**config.mk**
```make
export PLATFORM = sky130hd
export DESIGN_NAME = pc_fetch_sequencer_flat
export DESIGN_NICKNAME = d
export VERILOG_FILES = /design/src/rtl/pc_fetch_sequencer_if.sv /design/src/rtl/pc_fetch_sequencer.sv /design/src/flat_wrapper.sv
export SDC_FILE = /design/constraint.sdc
export NUM_CORES = 1
export LEC_CHECK = 0
export CORE_MARGIN = 2
export CORE_UTILIZATION = 49
export DETAILED_ROUTE_END_ITERATION = 10
export PLACE_DENSITY = 0.86
export SYNTH_ARGS = -nofsm -noshare
export SYNTH_HDL_FRONTEND = slang
export SYNTH_SLANG_ARGS = --single-unit
```
**constraint.sdc**
```tcl
create_clock -name clk -period 6.19 [get_ports clk]
set_clock_uncertainty 0.05 [all_clocks]
set_input_delay 0.9285 -clock clk [delete_from_list [all_inputs] [get_ports clk]]
set_output_delay 0.9285 -clock clk [all_outputs]
set_load 0.005 [all_outputs]
```
**src/rtl/pc_fetch_sequencer_if.sv**
```systemverilog
// Signal bundle between pc_fetch_sequencer, instruction memory and the decoder.
// The master modport is the sequencer side; slave is the memory/decoder side.
interface pc_fetch_sequencer_if;
    logic        imem_req;
    logic [15:0] imem_addr;
    logic        imem_ack;
    logic [15:0] imem_data;
    logic        instr_valid;
    logic [15:0] instr;
    logic        instr_ready;
    logic        jmp_valid;
    logic [15:0] jmp_target;
    logic        br_valid;
    logic        br_taken;
    logic [11:0] br_offset;
    logic        halt;
    logic        halted;
    logic [15:0] pc;

    modport master (
        output imem_req,
        output imem_addr,
        input  imem_ack,
        input  imem_data,
        output instr_valid,
        output instr,
        input  instr_ready,
        input  jmp_valid,
        input  jmp_target,
        input  br_valid,
        input  br_taken,
        input  br_offset,
        input  halt,
        output halted,
        output pc
    );

    modport slave (
        input  imem_req,
        input  imem_addr,
        output imem_ack,
        output imem_data,
        input  instr_valid,
        input  instr,
        output instr_ready,
        output jmp_valid,
        output jmp_target,
        output br_valid,
        output br_taken,
        output br_offset,
        output halt,
        input  halted,
        input  pc
    );
endinterface

```
**src/rtl/pc_fetch_sequencer.sv**
```systemverilog
// Program counter and single-outstanding instruction fetch controller for the 16-bit lab CPU.
// Fetches one word per req/ack handshake and hands it to the decoder over valid/ready.
module pc_fetch_sequencer #(
    parameter logic [15:0] RESET_PC = 16'h0000
) (
    input  logic                 clk,
    input  logic                 rst,
    pc_fetch_sequencer_if.master bus
);

    localparam logic [1:0] ST_REQ  = 2'd0;
    localparam logic [1:0] ST_HOLD = 2'd1;
    localparam logic [1:0] ST_HALT = 2'd2;

    logic [1:0]  r_state;
    logic [15:0] r_pc;
    logic        r_imem_req;
    logic        r_instr_valid;
    logic [15:0] r_instr;
    logic        r_halted;

    logic        w_ack_taken;
    logic        w_accept;
    logic [15:0] w_br_offset_ext;
    logic [15:0] w_pc_inc;
    logic [15:0] w_next_pc;

    // An ack only counts while a request is actually being driven.
    assign w_ack_taken     = (r_state == ST_REQ) && r_imem_req && bus.imem_ack;
    assign w_accept        = (r_state == ST_HOLD) && r_instr_valid && bus.instr_ready;
    assign w_br_offset_ext = {{4{bus.br_offset[11]}}, bus.br_offset};
    assign w_pc_inc        = r_pc + 16'd1;

    // NOTE: w_next_pc gets a default before any branch so no path leaves it unassigned (no latch).
    always_comb begin
        w_next_pc = w_pc_inc;
        if (bus.jmp_valid) begin
            w_next_pc = bus.jmp_target;
        end else if (bus.br_valid && bus.br_taken) begin
            w_next_pc = w_pc_inc + w_br_offset_ext;
        end
    end

    // NOTE: state uses non-blocking assignments so every register sees pre-edge values.
    always_ff @(posedge clk) begin
        if (rst) begin
            r_state       <= ST_REQ;
            r_pc          <= RESET_PC;
            r_imem_req    <= 1'b0;
            r_instr_valid <= 1'b0;
            r_instr       <= 16'h0000;
            r_halted      <= 1'b0;
        end else begin
            case (r_state)
                ST_REQ: begin
                    if (!r_imem_req) begin
                        r_imem_req <= 1'b1;
                    end else if (w_ack_taken) begin
                        r_instr       <= bus.imem_data;
                        r_instr_valid <= 1'b1;
                        r_imem_req    <= 1'b0;
                        r_state       <= ST_HOLD;
                    end
                end
                ST_HOLD: begin
                    if (w_accept) begin
                        r_pc          <= w_next_pc;
                        r_instr_valid <= 1'b0;
                        if (bus.halt) begin
                            r_state  <= ST_HALT;
                            r_halted <= 1'b1;
                        end else begin
                            // Request goes out the cycle after accept, no idle gap.
                            r_state    <= ST_REQ;
                            r_imem_req <= 1'b1;
                        end
                    end
                end
                ST_HALT: begin
                    r_imem_req    <= 1'b0;
                    r_instr_valid <= 1'b0;
                    r_halted      <= 1'b1;
                end
                default: begin
                    r_state       <= ST_REQ;
                    r_imem_req    <= 1'b0;
                    r_instr_valid <= 1'b0;
                    r_halted      <= 1'b0;
                end
            endcase
        end
    end

    assign bus.imem_req    = r_imem_req;
    assign bus.imem_addr   = r_pc;
    assign bus.instr_valid = r_instr_valid;
    assign bus.instr       = r_instr;
    assign bus.halted      = r_halted;
    assign bus.pc          = r_pc;

endmodule

```
**src/flat_wrapper.sv**
```systemverilog
// flat-port wrapper written by rule: the top's interface ports become plain ports
module pc_fetch_sequencer_flat 
#(
    parameter logic [15:0] RESET_PC = 16'h0000
)
  (clk, rst, bus_imem_req, bus_imem_addr, bus_imem_ack, bus_imem_data, bus_instr_valid, bus_instr, bus_instr_ready, bus_jmp_valid, bus_jmp_target, bus_br_valid, bus_br_taken, bus_br_offset, bus_halt, bus_halted, bus_pc);
  pc_fetch_sequencer_if bus_i ();
  input  logic clk;
  input  logic rst;
  output wire logic [$bits(bus_i.imem_req)-1:0] bus_imem_req;
  output wire logic [$bits(bus_i.imem_addr)-1:0] bus_imem_addr;
  input wire logic [$bits(bus_i.imem_ack)-1:0] bus_imem_ack;
  input wire logic [$bits(bus_i.imem_data)-1:0] bus_imem_data;
  output wire logic [$bits(bus_i.instr_valid)-1:0] bus_instr_valid;
  output wire logic [$bits(bus_i.instr)-1:0] bus_instr;
  input wire logic [$bits(bus_i.instr_ready)-1:0] bus_instr_ready;
  input wire logic [$bits(bus_i.jmp_valid)-1:0] bus_jmp_valid;
  input wire logic [$bits(bus_i.jmp_target)-1:0] bus_jmp_target;
  input wire logic [$bits(bus_i.br_valid)-1:0] bus_br_valid;
  input wire logic [$bits(bus_i.br_taken)-1:0] bus_br_taken;
  input wire logic [$bits(bus_i.br_offset)-1:0] bus_br_offset;
  input wire logic [$bits(bus_i.halt)-1:0] bus_halt;
  output wire logic [$bits(bus_i.halted)-1:0] bus_halted;
  output wire logic [$bits(bus_i.pc)-1:0] bus_pc;
  assign bus_imem_req = bus_i.imem_req;
  assign bus_imem_addr = bus_i.imem_addr;
  assign bus_i.imem_ack = bus_imem_ack;
  assign bus_i.imem_data = bus_imem_data;
  assign bus_instr_valid = bus_i.instr_valid;
  assign bus_instr = bus_i.instr;
  assign bus_i.instr_ready = bus_instr_ready;
  assign bus_i.jmp_valid = bus_jmp_valid;
  assign bus_i.jmp_target = bus_jmp_target;
  assign bus_i.br_valid = bus_br_valid;
  assign bus_i.br_taken = bus_br_taken;
  assign bus_i.br_offset = bus_br_offset;
  assign bus_i.halt = bus_halt;
  assign bus_halted = bus_i.halted;
  assign bus_pc = bus_i.pc;
  pc_fetch_sequencer #(.RESET_PC(RESET_PC)) u_core (.clk(clk), .rst(rst), .bus(bus_i));
endmodule
```
==> reports/qor.log, run 1 <==
INFO  clock_tree     clock_tree.buffer_depth=2
INFO  timing         min_period_over_period=54.8%
INFO  floorplan      pin_count=103
INFO  clock_tree     cts_htree_levels=2
INFO  global_route   gr-usage-all-layers=26.9%
INFO  synth          synth_area_per_cell=7.60um^2
INFO  detailed_routing detailroute.wirelength.met2=4190um
INFO  worst_hold_path class_of_the_worst_hold_path=register to register
INFO  detailed_routing ant_nets=0
INFO  synth          synthFlopType=sky130_fd_sc_hd__dfxtp_1
INFO  cells_and_area diodes=0
INFO  synth          synth-async-reset-ratio=0%
INFO  global_route   grt_max_degree=35
INFO  timing         finalWorstPathRequiredPeriod=3.39ns
INFO  detailed_routing wl_per_cell=15.9um
INFO  synth          synth_warnings=0
INFO  global_route   grt_antenna_before_repair=0
INFO  critical_path  critical_path_arrival=3.57ns
INFO  detailed_routing wirelength=8540um
INFO  critical_path  critPathKind=register to register
INFO  critical_path  rr_startpoint=u_core.bus.imem_addr[0]
INFO  detailed_routing dr.max_layer_used=met4
INFO  power          p_leak=0.00147uW
INFO  clock_tree     cts_setup_buffers=0
INFO  synth          synth_nets=460
INFO  timing         setup_total_negative_slack=0ns
INFO  clock_tree     clkTransAtPathRegs=0.08ns
INFO  timing         timing_worst_slew_pin_value=0.816ns
INFO  cells_and_area final_layout_size_suffix_gt1_share=3.89%
INFO  critical_path  crit_required=6.37ns
INFO  place          portBuffers=102
INFO  detailed_routing drt_iter0_markers=222
INFO  place          placed_cells_incl_taps=530
INFO  cells_and_area final-instance-count-excl-fill=538
INFO  detailed_routing detailroute.via_count=3,145
INFO  synth          cells_after_synthesis=384
INFO  floorplan      floorplan.die_area=6590um^2
INFO  clock_tree     cts.sink_count=37
INFO  floorplan      initial_core_util=49.9%
INFO  worst_hold_path worst_hold_startpoint=u_core.bus.instr[9]
INFO  synth          synthDistinctLibCells=56
INFO  detailed_routing drcViolationCount=0
INFO  power          powerDensity=149nW/um^2
INFO  floorplan      die_w=81.2um
INFO  global_route   grt_overflow_total=0
INFO  floorplan      die_height=81.2um
INFO  timing         setup_viols_final=0
INFO  critical_path  critPathCaptureType=register
INFO  flow_run       cap_viol_max_count=0
INFO  detailed_routing met1_length=3490um
INFO  synth          synth_enable_flop_cells=0
INFO  global_route   number_of_global_route_vias_before_repair=3,030
INFO  synth          yosys_register_bits=37
INFO  clock_tree     cts-hold-fix-buffers=0
INFO  critical_path  cp-startpoint=u_core.bus.imem_addr[0]
INFO  status         status=complete, no violations
INFO  floorplan      core.rowCount=28
INFO  clock_tree     insertion_delay=0.30ns
INFO  power          vdd_drop_max=0.120mV
INFO  cells_and_area area_grow_syn2layout=35.1%
INFO  clock_tree     cts-resized-gates=0
INFO  synth          synth.yosys.seq_area_share=25.4%
INFO  detailed_routing vias_per_cell=5.85
INFO  critical_path  startpoint_type=register
INFO  global_route   first_pass_grt_wire_length=13,800um
INFO  synth          synth_area=2920um^2
INFO  cells_and_area filler_cell_count=489
INFO  timing         hold_viol_final=0
INFO  timing         worst_hold_slack=0.404ns
INFO  cells_and_area fin_nets=538
INFO  floorplan      core-area=5850um^2
INFO  critical_path  cp_max_fo=8
INFO  clock_tree     ctsRootBufferMaster=sky130_fd_sc_hd__clkbuf_8
INFO  place          place_congestion=0.902
INFO  detailed_routing detailedRoute.firstPassIterationCount=4
INFO  place          detailedPlacementHpwl=6610um
INFO  timing         maxSlewHeadroom=45.6%
INFO  timing         slew_violations=0
INFO  clock_tree     tritoncts=done
INFO  clock_tree     tritoncts.num_buffers=5
INFO  timing         max_freq=295MHz
INFO  detailed_routing met3RoutedLength=530um
INFO  timing         rsz0062_at_grt=false
==> critical path, stage by stage (launching register included) <==
cell and delay, ns:
sky130_fd_sc_hd__dfxtp_1 0.48, sky130_fd_sc_hd__ha_1 0.24, sky130_fd_sc_hd__nand3_1 0.16, sky130_fd_sc_hd__nor2_1 0.30, sky130_fd_sc_hd__nand2_1 0.11, sky130_fd_sc_hd__xnor2_1 0.16
sky130_fd_sc_hd__ha_1 0.36, sky130_fd_sc_hd__nand2_1 0.11, sky130_fd_sc_hd__o21ai_0 0.33, sky130_fd_sc_hd__nor3_1 0.08, sky130_fd_sc_hd__a211o_1 0.37, sky130_fd_sc_hd__or4b_1 0.49
sky130_fd_sc_hd__o211ai_1 0.09
==> cell type report <==
cell class	instances	area (um^2)	share of cell area [%]
Tap cell	75	93.8	2.38
Timing Repair Buffer	103	1030	26.1
Clock buffer	5	68.8	1.75
Clock inverter	3	17.5	0.444
Sequential cell	37	741	18.8
Multi-Input combinational cell	306	1960	49.7
Inverter	9	33.8	0.857
==> synth_stat cells (4+ instances only) <==
cell type / instances / area [um^2]
sky130_fd_sc_hd__a211oi_1: 9 / 67.6
sky130_fd_sc_hd__a21o_1: 6 / 45.0
sky130_fd_sc_hd__a21oi_1: 37 / 185
sky130_fd_sc_hd__a31oi_1: 4 / 25.0
sky130_fd_sc_hd__buf_4: 17 / 128
sky130_fd_sc_hd__clkbuf_1: 14 / 52.6
sky130_fd_sc_hd__dfxtp_1: 37 / 741
sky130_fd_sc_hd__ha_1: 23 / 288
sky130_fd_sc_hd__inv_1: 9 / 33.8
sky130_fd_sc_hd__mux2i_1: 4 / 40.0
sky130_fd_sc_hd__nand2_1: 65 / 244
sky130_fd_sc_hd__nand3_1: 11 / 55.1
sky130_fd_sc_hd__nand4_1: 4 / 25.0
sky130_fd_sc_hd__nor2_1: 32 / 120
sky130_fd_sc_hd__nor3_1: 6 / 30.0
sky130_fd_sc_hd__o211ai_1: 11 / 82.6
sky130_fd_sc_hd__o21ai_0: 20 / 100
sky130_fd_sc_hd__xnor2_1: 15 / 131
sky130_fd_sc_hd__xor2_1: 8 / 70.1
==> worst paths after layout <==
| kind | depth (start not counted) | slack, ns | end |
|---|---|---|---|
| worst max register to register | 12 | 2.80 | u_core.bus.imem_addr[11] |
| worst max-delay path | 12 | 2.80 | u_core.bus.imem_addr[11] |
| worst min-delay path | 2 | 0.40 | u_core.bus.instr[9] |
| worst min register to register | 2 | 0.40 | u_core.bus.instr[9] |
==> through the flow <==
| stage | area [um^2] | power (uW) | utilization (%) | setup slack, ns |
|---|---|---|---|---|
| 6_report | 3940 | 587 | 67.4 | 2.80 |
| 5_1_grt | 3940 | 617 | 67.4 | 2.56 |
| 4_1_cts | 3940 | 588 | 67.4 | 2.85 |
| 3_5_place_dp | 3850 | 420 | 65.9 | 2.71 |
| 3_3_place_gp | 3850 | 415 | 65.9 | 2.74 |
| 2_1_floorplan | 2920 | 342 | - | 3.29 |
==> registers in the layout, indices dropped and copies added (netlist names) <==
register and flops:
u_core.bus.imem_addr 16, u_core.bus.instr 16, u_core.r_state 2, u_core.bus.halted 1
u_core.bus.imem_req 1, u_core.bus.instr_valid 1
==> report_power, final <==
| group | switching, uW | leakage (uW) | internal (uW) |
|---|---|---|---|
| registers | 10.1 | 0.000300 | 251 |
| clock network | 93.0 | 0.0000439 | 77.7 |
| logic | 73.9 | 0.00112 | 81.5 |
==> placed cells by master (no fill, tap or decap), types with 4 or more instances in the layout <==
master,instances
sky130_fd_sc_hd__dfxtp_1,37
sky130_fd_sc_hd__xnor2_1,15
sky130_fd_sc_hd__nand4_1,4
sky130_fd_sc_hd__o211ai_1,11
sky130_fd_sc_hd__nand3_1,11
sky130_fd_sc_hd__a211oi_1,9
sky130_fd_sc_hd__nor3_1,6
sky130_fd_sc_hd__xor2_1,8
sky130_fd_sc_hd__nor2_1,32
sky130_fd_sc_hd__clkbuf_8,5
sky130_fd_sc_hd__a21oi_1,37
sky130_fd_sc_hd__clkdlybuf4s50_1,102
sky130_fd_sc_hd__mux2i_1,4
sky130_fd_sc_hd__inv_1,9
sky130_fd_sc_hd__ha_1,23
sky130_fd_sc_hd__a31oi_1,4
sky130_fd_sc_hd__nand2_1,65
sky130_fd_sc_hd__o21ai_0,20
sky130_fd_sc_hd__a21o_1,6
==> layer usage <==
layer,up-vias,track usage (%)
met4,0,14.1
met3,29,4.78
li1,1528,-
met2,135,44.6
met5,-,0
met1,1453,33.2
==> kinds of logic after synthesis <==
logic type	after synthesis	share of synthesized area, %
fa+ha+maj	24	10.5
flops	37	25.4
compound gates	116	25.9
xor+xnor	24	7.46
buf+inv	41	7.50
simple gates	138	21.8
mux	4	1.37
Power figures use the tool's default switching activity.
==> run 2, diff against run 1 <==
--- a/config.mk
+++ b/config.mk
@@ -6,9 +6,9 @@
 export NUM_CORES = 1
 export LEC_CHECK = 0
 export CORE_MARGIN = 2
-export CORE_UTILIZATION = 49
+export CORE_UTILIZATION = 46
 export DETAILED_ROUTE_END_ITERATION = 10
-export PLACE_DENSITY = 0.86
+export PLACE_DENSITY = 0.82
 export SYNTH_ARGS = -nofsm -noshare
 export SYNTH_HDL_FRONTEND = slang
 export SYNTH_SLANG_ARGS = --single-unit
==> constraint.sdc (replaced) <==
create_clock -name clk -period 3.5 [get_ports clk]
set_clock_uncertainty 0.05 [all_clocks]
set_input_delay 0.525 -clock clk [delete_from_list [all_inputs] [get_ports clk]]
set_output_delay 0.525 -clock clk [all_outputs]
set_load 0.005 [all_outputs]
==> run 2 against run 1 <==
Die area increased by 6.2%. Clock power up 130%. Fmax increased by 5.1%. Power rose by 94%. Cell area increased by 2.1%. Via count down 0.54%. Sequential share of layout area is 0.39 points lower. First-iteration DRC count decreased by 23%. Global-route usage is 2.0 points lower. Critical path type unchanged. Largest power group unchanged.
==> reports/qor.log, run 2 (synthesis results as in run 1) <==
INFO  status         status=complete, no violations
INFO  detailed_routing drcViolationCount=0 [unchanged]
INFO  global_route   grt_util_met3=6.73% [+1.9 points]
INFO  detailed_routing detailedRoute.firstPassIterationCount=5 [+1]
INFO  critical_path  critical_path_arrival=3.40ns [-0.17 ns]
INFO  worst_hold_path class_of_the_worst_hold_path=register to register
INFO  power          p_leak=0.00151uW [+3.0%]
INFO  global_route   first_pass_grt_wire_length=14,300um [+3.5%]
INFO  clock_tree     cts-hold-fix-buffers=0 [unchanged]
INFO  timing         rsz0062_at_grt=false
INFO  critical_path  cp_max_fo=6 [-2]
INFO  place          detailedPlacementHpwl=6860um [+3.7%]
INFO  flow_run       cap_viol_max_count=0 [unchanged]
INFO  global_route   grt_max_degree=34 [-2.9%]
INFO  clock_tree     cts_htree_levels=2 [unchanged]
INFO  clock_tree     clock_tree.buffer_depth=2 [unchanged]
INFO  detailed_routing drt_iter0_markers=172 [-23%]
INFO  clock_tree     clkTransAtPathRegs=0.08ns [about the same]
INFO  detailed_routing wl_per_cell=16.3um [+2.8%]
INFO  detailed_routing detailroute.via_count=3,128 [-0.54%]
INFO  cells_and_area most_common_cell_after_layout_fill_and_taps_aside=sky130_fd_sc_hd__clkdlybuf4s50_1
INFO  critical_path  crit_required=3.67ns [-2.70 ns]
INFO  cells_and_area area_grow_syn2layout=38.0%
INFO  floorplan      core-area=6240um^2 [+6.7%]
INFO  critical_path  critical_path.n_buffers_inverters=0 [unchanged]
INFO  floorplan      core.rowCount=29 [+3.6%]
INFO  cells_and_area postLayoutCoreUtil=64.5% [-2.9 points]
INFO  cells_and_area final_layout_size_suffix_gt1_share=5.33% [+1.4 points]
INFO  timing         finalWorstPathRequiredPeriod=3.23ns [-0.164 ns]
INFO  power          vdd_drop_max=0.207mV [+72%]
INFO  critical_path  r2r_setup_slack=0.27ns [-2.53 ns]
INFO  floorplan      initial_core_util=46.8% [-3.1 points]
INFO  place          place_congestion=0.907 [+0.55%]
INFO  floorplan      pin_count=103 [unchanged]
INFO  timing         setup_viols_final=0 [unchanged]
INFO  cells_and_area most-common-layout-cells=102 x sky130_fd_sc_hd__clkdlybuf4s50_1, 65 x sky130_fd_sc_hd__nand2_1, 37 x sky130_fd_sc_hd__a21oi_1, 37 x sky130_fd_sc_hd__dfxtp_1, 31 x sky130_fd_sc_hd__nor2_1
INFO  global_route   number_of_global_route_vias_before_repair=2,971 [-1.9%]
INFO  clock_tree     insertion_delay=0.29ns [about the same]
INFO  timing         timing_worst_slew_pin_value=0.663ns [-0.153 ns]
INFO  timing         maxSlewHeadroom=55.7% [+10 points]
INFO  timing         slew_violations=0 [unchanged]
INFO  global_route   grt_overflow_total=0 [unchanged]
INFO  clock_tree     ctsRootBufferMaster=sky130_fd_sc_hd__clkbuf_8
INFO  cells_and_area filler_cell_count=567 [+16%]
INFO  detailed_routing ant_nets=0 [unchanged]
INFO  detailed_routing vias_per_cell=5.73 [-2.0%]
INFO  critical_path  critical-path-max-stage-delay=0.48ns [about the same]
INFO  global_route   gr-usage-met2=44.1% [-0.56 points]
INFO  critical_path  critPathKind=register to register
INFO  clock_tree     cts-resized-gates=0 [unchanged]
INFO  timing         hold_viol_final=0 [unchanged]
INFO  timing         min_period_over_period=92.2% [+37 points]
INFO  cells_and_area diodes=0 [unchanged]
INFO  floorplan      die_height=83.6um [+3.1%]
INFO  floorplan      floorplan.die_area=7000um^2 [+6.2%]
INFO  detailed_routing wirelength=8920um [+4.4%]
INFO  power          powerDensity=282nW/um^2 [+90%]
INFO  place          portBuffers=102 [unchanged]
INFO  clock_tree     cts_setup_buffers=0 [unchanged]
INFO  critical_path  cp_slowest_cell=sky130_fd_sc_hd__or4b_1
INFO  global_route   met1_capacity_usage_during_global_routing=29.0% [-4.1 points]
INFO  critical_path  critical_path.cell_chain=ha_1 > nand3_1 > nor2_2 > nand2_1 > xnor2_1 > ha_1 > nand2_1 > o21ai_0 > nor3_1 > a211o_1 > or4b_1 > o211ai_1
INFO  critical_path  critPathCaptureType=register
INFO  critical_path  startpoint_type=register
INFO  critical_path  cell_family_with_most_cp_delay=simple AND/OR/NAND/NOR gates
INFO  timing         max_freq=310MHz [+5.1%]
INFO  global_route   grt_antenna_before_repair=0 [unchanged]
INFO  clock_tree     tritoncts.num_buffers=5 [unchanged]
INFO  global_route   grt-busiest-layer=met2
INFO  floorplan      die_w=83.6um [+3.1%]
INFO  clock_tree     cts.sink_count=37 [unchanged]
INFO  clock_tree     tritoncts=done
INFO  global_route   gr-usage-all-layers=24.9% [-2.0 points]
INFO  timing         setup_total_negative_slack=0ns [unchanged]
INFO  cells_and_area fin_nets=544 [+1.1%]
==> run 2: cell count changes in the layout (fill, tap and decap cells not counted), sizes merged <==
| cell | delta |
|---|---|
| buf | +6 |
| clkinv | -2 |
| bufinv | +1 |
| clkbuf | +1 |
==> run 2: worst reg2reg max path: cells and delay by family (launching register included) <==
family	cells	cell delay, ns
AO/OA/AOI/OAI	3	0.74
XOR/XNOR	1	0.16
adder cells (fa/ha/maj)	2	0.61
flip-flops	1	0.42
AND/OR/NAND/NOR	6	1.17
==> run 2: power by group <==
part / leakage, uW / internal [uW] / total, uW / switching (uW)
sequential: 0.000300 / 443 / 460 / 17.1
clock: 0.0000574 / 232 / 400 / 168
combinational: 0.00115 / 146 / 277 / 131
==> run 2: path summary, 6_finish.rpt <==
path	cells after the start	from	to
min	2	u_core.bus.instr[7]	u_core.bus.instr[7]
min reg2reg	2	u_core.bus.instr[7]	u_core.bus.instr[7]
max reg2reg	12	u_core.bus.imem_addr[1]	u_core.bus.imem_addr[11]
max	12	u_core.bus.imem_addr[1]	u_core.bus.imem_addr[11]
==> run 2: layout make-up <==
cell class,instances,area (um^2),area share (%)
repair buffers,109,1070,26.7
inverters,9,33.8,0.839
clock buffers,6,82.6,2.05
clock inverters,2,37.5,0.933
multi-input cells,306,1960,48.7
well taps,77,96.3,2.39
flip-flops and latches,37,741,18.4
==> run 2: layer usage <==
metal | wire length [um] | up-vias
li1 | - | 1534
met1 | 3610 | 1447
met2 | 4440 | 127
met3 | 642 | 20
met4 | 217 | 0
met5 | 0 | -
==> run 2: per-stage QoR <==
stage	instances	setup slack, ns	total power (uW)	instance area (um^2)	hold slack [ns]
CTS	546	0.250	1140	4020	0.407
global placement	538	0.453	737	3900	0.392
floorplan	384	0.599	606	2920	0.403
global route	546	0.0513	1180	4030	0.422
finish	546	0.272	1140	4030	0.405
detailed placement	538	0.280	744	3900	0.396
==> run 3, diff against run 2 <==
--- a/config.mk
+++ b/config.mk
@@ -5,10 +5,10 @@
 export SDC_FILE = /design/constraint.sdc
 export NUM_CORES = 1
 export LEC_CHECK = 0
-export CORE_MARGIN = 2
-export CORE_UTILIZATION = 46
+export CORE_MARGIN = 1.5
+export CORE_UTILIZATION = 49
 export DETAILED_ROUTE_END_ITERATION = 10
-export PLACE_DENSITY = 0.82
+export PLACE_DENSITY = 0.86
 export SYNTH_ARGS = -nofsm -noshare
 export SYNTH_HDL_FRONTEND = slang
 export SYNTH_SLANG_ARGS = --single-unit
==> constraint.sdc (replaced) <==
create_clock -name clk -period 3.9 [get_ports clk]
set_clock_uncertainty 0.05 [all_clocks]
set_input_delay 0.585 -clock clk [delete_from_list [all_inputs] [get_ports clk]]
set_output_delay 0.585 -clock clk [all_outputs]
set_load 0.005 [all_outputs]
==> run 3 against run 2 <==
Highest routed layer unchanged. Largest cell class unchanged. Setup slack gained 0.32 ns. Non-clock buffer count down 1. Via count up 1.6%.
==> reports/qor.log, run 3 (synthesis results as in run 1) <==
INFO  detailed_routing wl_per_cell=17.0um [+4.2%]
INFO  status         status=complete, no violations
INFO  critical_path  startpoint_type=register
INFO  clock_tree     insertion_delay=0.31ns [+0.02 ns]
INFO  clock_tree     tritoncts.num_buffers=5 [unchanged]
INFO  global_route   grt_max_degree=34 [unchanged]
INFO  timing         slew_violations=0 [unchanged]
INFO  place          place_congestion=0.940 [+3.7%]
INFO  power          vdd_drop_max=0.156mV [-25%]
INFO  power          p_leak=0.00151uW [-0.33%]
INFO  floorplan      core.rowCount=27 [-6.9%]
INFO  power          seqPwrFrac=40.4% [about the same]
INFO  critical_path  crit_required=4.07ns [+0.40 ns]
INFO  timing         rsz0062_at_grt=false
INFO  cells_and_area most-common-layout-cells=102 x sky130_fd_sc_hd__clkdlybuf4s50_1, 65 x sky130_fd_sc_hd__nand2_1, 37 x sky130_fd_sc_hd__a21oi_1, 37 x sky130_fd_sc_hd__dfxtp_1, 32 x sky130_fd_sc_hd__nor2_1
INFO  timing         maxSlewHeadroom=54.5% [-1.2 points]
INFO  power          powerDensity=256nW/um^2 [-9.5%]
INFO  detailed_routing detailroute.via_count=3,179 [+1.6%]
INFO  clock_tree     cts_htree_levels=2 [unchanged]
INFO  detailed_routing wirelength=9190um [+3.1%]
INFO  critical_path  cp_max_fo=8 [+2]
INFO  floorplan      floorplan.die_area=6430um^2 [-8.1%]
INFO  detailed_routing ant_nets=0 [unchanged]
INFO  cells_and_area post-route-cell-area=4000um^2 [-0.59%]
INFO  floorplan      die_height=80.2um [-4.2%]
INFO  timing         worst_slack=0.594ns [+0.322 ns]
INFO  clock_tree     clock_tree.buffer_depth=2 [unchanged]
INFO  global_route   number_of_global_route_vias_before_repair=3,047 [+2.6%]
INFO  clock_tree     cts.sink_count=37 [unchanged]
INFO  floorplan      die_w=80.2um [-4.2%]
INFO  power          p_sw_share=29.5% [+1.7 points]
INFO  detailed_routing drcViolationCount=0 [unchanged]
INFO  timing         setup_total_negative_slack=0ns [unchanged]
INFO  clock_tree     ctsRootBufferMaster=sky130_fd_sc_hd__clkbuf_8
INFO  detailed_routing drt_iter0_markers=272 [+58%]
INFO  timing         hold_viol_final=0 [unchanged]
INFO  timing         min_period_over_period=84.8% [-7.5 points]
INFO  critical_path  critPathCaptureType=register
INFO  detailed_routing vias_per_cell=5.89 [+2.8%]
INFO  place          dp_worst_setup_slack=0.663ns [+0.383 ns]
INFO  global_route   grt_antenna_before_repair=0 [unchanged]
INFO  floorplan      pin_count=103 [unchanged]
INFO  floorplan      core-area=5640um^2 [-9.6%]
INFO  clock_tree     cts-hold-fix-buffers=0 [unchanged]
INFO  power          power_frac_comb=24.7% [+0.3 points]
INFO  clock_tree     cts-resized-gates=0 [unchanged]
INFO  critical_path  critPathKind=register to register
INFO  detailed_routing detailedRoute.firstPassIterationCount=6 [+1]
INFO  clock_tree     cts_setup_buffers=0 [unchanged]
INFO  place          portBuffers=102 [unchanged]
INFO  worst_hold_path class_of_the_worst_hold_path=register to register
INFO  power          power.net_switching=301uW [-4.7%]
INFO  timing         timing_worst_slew_pin_value=0.683ns [+0.0206 ns]
INFO  critical_path  critical_path_arrival=3.48ns [+0.08 ns]
INFO  place          placement.cell_area=3890um^2 [-0.35%]
INFO  flow_run       cap_viol_max_count=0 [unchanged]
INFO  global_route   grt_overflow_total=0 [unchanged]
INFO  cells_and_area fin_nets=543 [-0.18%]
INFO  global_route   first_pass_grt_wire_length=14,700um [+2.4%]
INFO  timing         setup_viols_final=0 [unchanged]
INFO  floorplan      initial_core_util=51.7% [+5.0 points]
INFO  cells_and_area final_layout_size_suffix_gt1_share=4.91% [-0.42 points]
INFO  clock_tree     clkTransAtPathRegs=0.08ns [about the same]
INFO  cells_and_area area_grow_syn2layout=37.1%
INFO  cells_and_area most_common_cell_after_layout_fill_and_taps_aside=sky130_fd_sc_hd__clkdlybuf4s50_1
INFO  cells_and_area diodes=0 [unchanged]
INFO  timing         max_freq=302MHz [-2.4%]
INFO  global_route   gr-usage-all-layers=29.5% [+4.6 points]
INFO  place          detailedPlacementHpwl=6710um [-2.1%]
INFO  timing         finalWorstPathRequiredPeriod=3.31ns [+0.0783 ns]
INFO  clock_tree     tritoncts=done
INFO  power          clock_power_share=34.8% [-0.4 points]
INFO  power          power.internal=721uW [-12%]
## run 3: cell count changes in the layout (fill, tap and decap cells not counted)
cell and change:
sky130_fd_sc_hd__nor2_1 +1, sky130_fd_sc_hd__clkinv_2 +1, sky130_fd_sc_hd__buf_4 -1, sky130_fd_sc_hd__clkinvlp_4 -1, sky130_fd_sc_hd__clkbuf_8 -1, sky130_fd_sc_hd__nor2_2 -1
sky130_fd_sc_hd__inv_6 +1
## run 3: worst paths after layout
check / start / end / slack, ns / cells after the start
setup reg to reg: u_core.bus.imem_addr[0] / u_core.bus.imem_addr[11] / 0.59 / 12
setup / recovery: u_core.bus.imem_addr[0] / u_core.bus.imem_addr[11] / 0.59 / 12
hold / removal: u_core.bus.instr[0] / u_core.bus.instr[0] / 0.41 / 2
hold reg to reg: u_core.bus.instr[0] / u_core.bus.instr[0] / 0.41 / 2
## run 3: power groups by stage
stage	Clock [uW]	Sequential [uW]	Combinational, uW
finish	356	413	253
global route	374	417	276
floorplan	0	422	122
detailed placement	0	422	248
CTS	358	413	251
global placement	0	421	242
## run 3: worst max-delay path: stages, from the launching register on
cell                       delay [ns]
sky130_fd_sc_hd__dfxtp_1         0.47
sky130_fd_sc_hd__ha_1            0.23
sky130_fd_sc_hd__nand3_1         0.15
sky130_fd_sc_hd__nor2_1          0.31
sky130_fd_sc_hd__nand2_1         0.11
sky130_fd_sc_hd__xnor2_1         0.16
sky130_fd_sc_hd__ha_1            0.35
sky130_fd_sc_hd__nand2_1         0.10
sky130_fd_sc_hd__o21ai_0         0.27
sky130_fd_sc_hd__nor3_1          0.08
sky130_fd_sc_hd__a211o_1         0.35
sky130_fd_sc_hd__or4b_1          0.49
sky130_fd_sc_hd__o211ai_1        0.10
## run 3: metrics by stage
| stage | total power (uW) | utilization, % | instances | hold WS [ns] |
|---|---|---|---|---|
| 2_1_floorplan | 544 | - | 384 | 0.403 |
| 3_3_place_gp | 663 | 68.9 | 532 | 0.392 |
| 3_5_place_dp | 671 | 68.9 | 532 | 0.396 |
| 4_1_cts | 1020 | 70.9 | 540 | 0.408 |
| 5_1_grt | 1070 | 70.9 | 540 | 0.420 |
| 6_report | 1020 | 70.9 | 540 | 0.406 |
## run 3: layer usage
metal | wire (um) | up-vias | share of wire, % | global-route usage, %
li1 | - | 1534 | - | -
met5 | 0 | - | 0 | 0
met4 | 282 | 0 | 3.1 | 13.6
met2 | 4550 | 147 | 50 | 50.5
met3 | 659 | 26 | 7.2 | 6.14
met1 | 3700 | 1472 | 40 | 35.1
## run 3: area by class of cell
class	instances	area (um^2)
timing repair buffer	108	1070
clock buffer	5	68.8
fill	461	1640
sequential	37	741
clock inverter	3	43.8
multi-input combinational	306	1960
inverter	9	33.8
tap	72	90.1
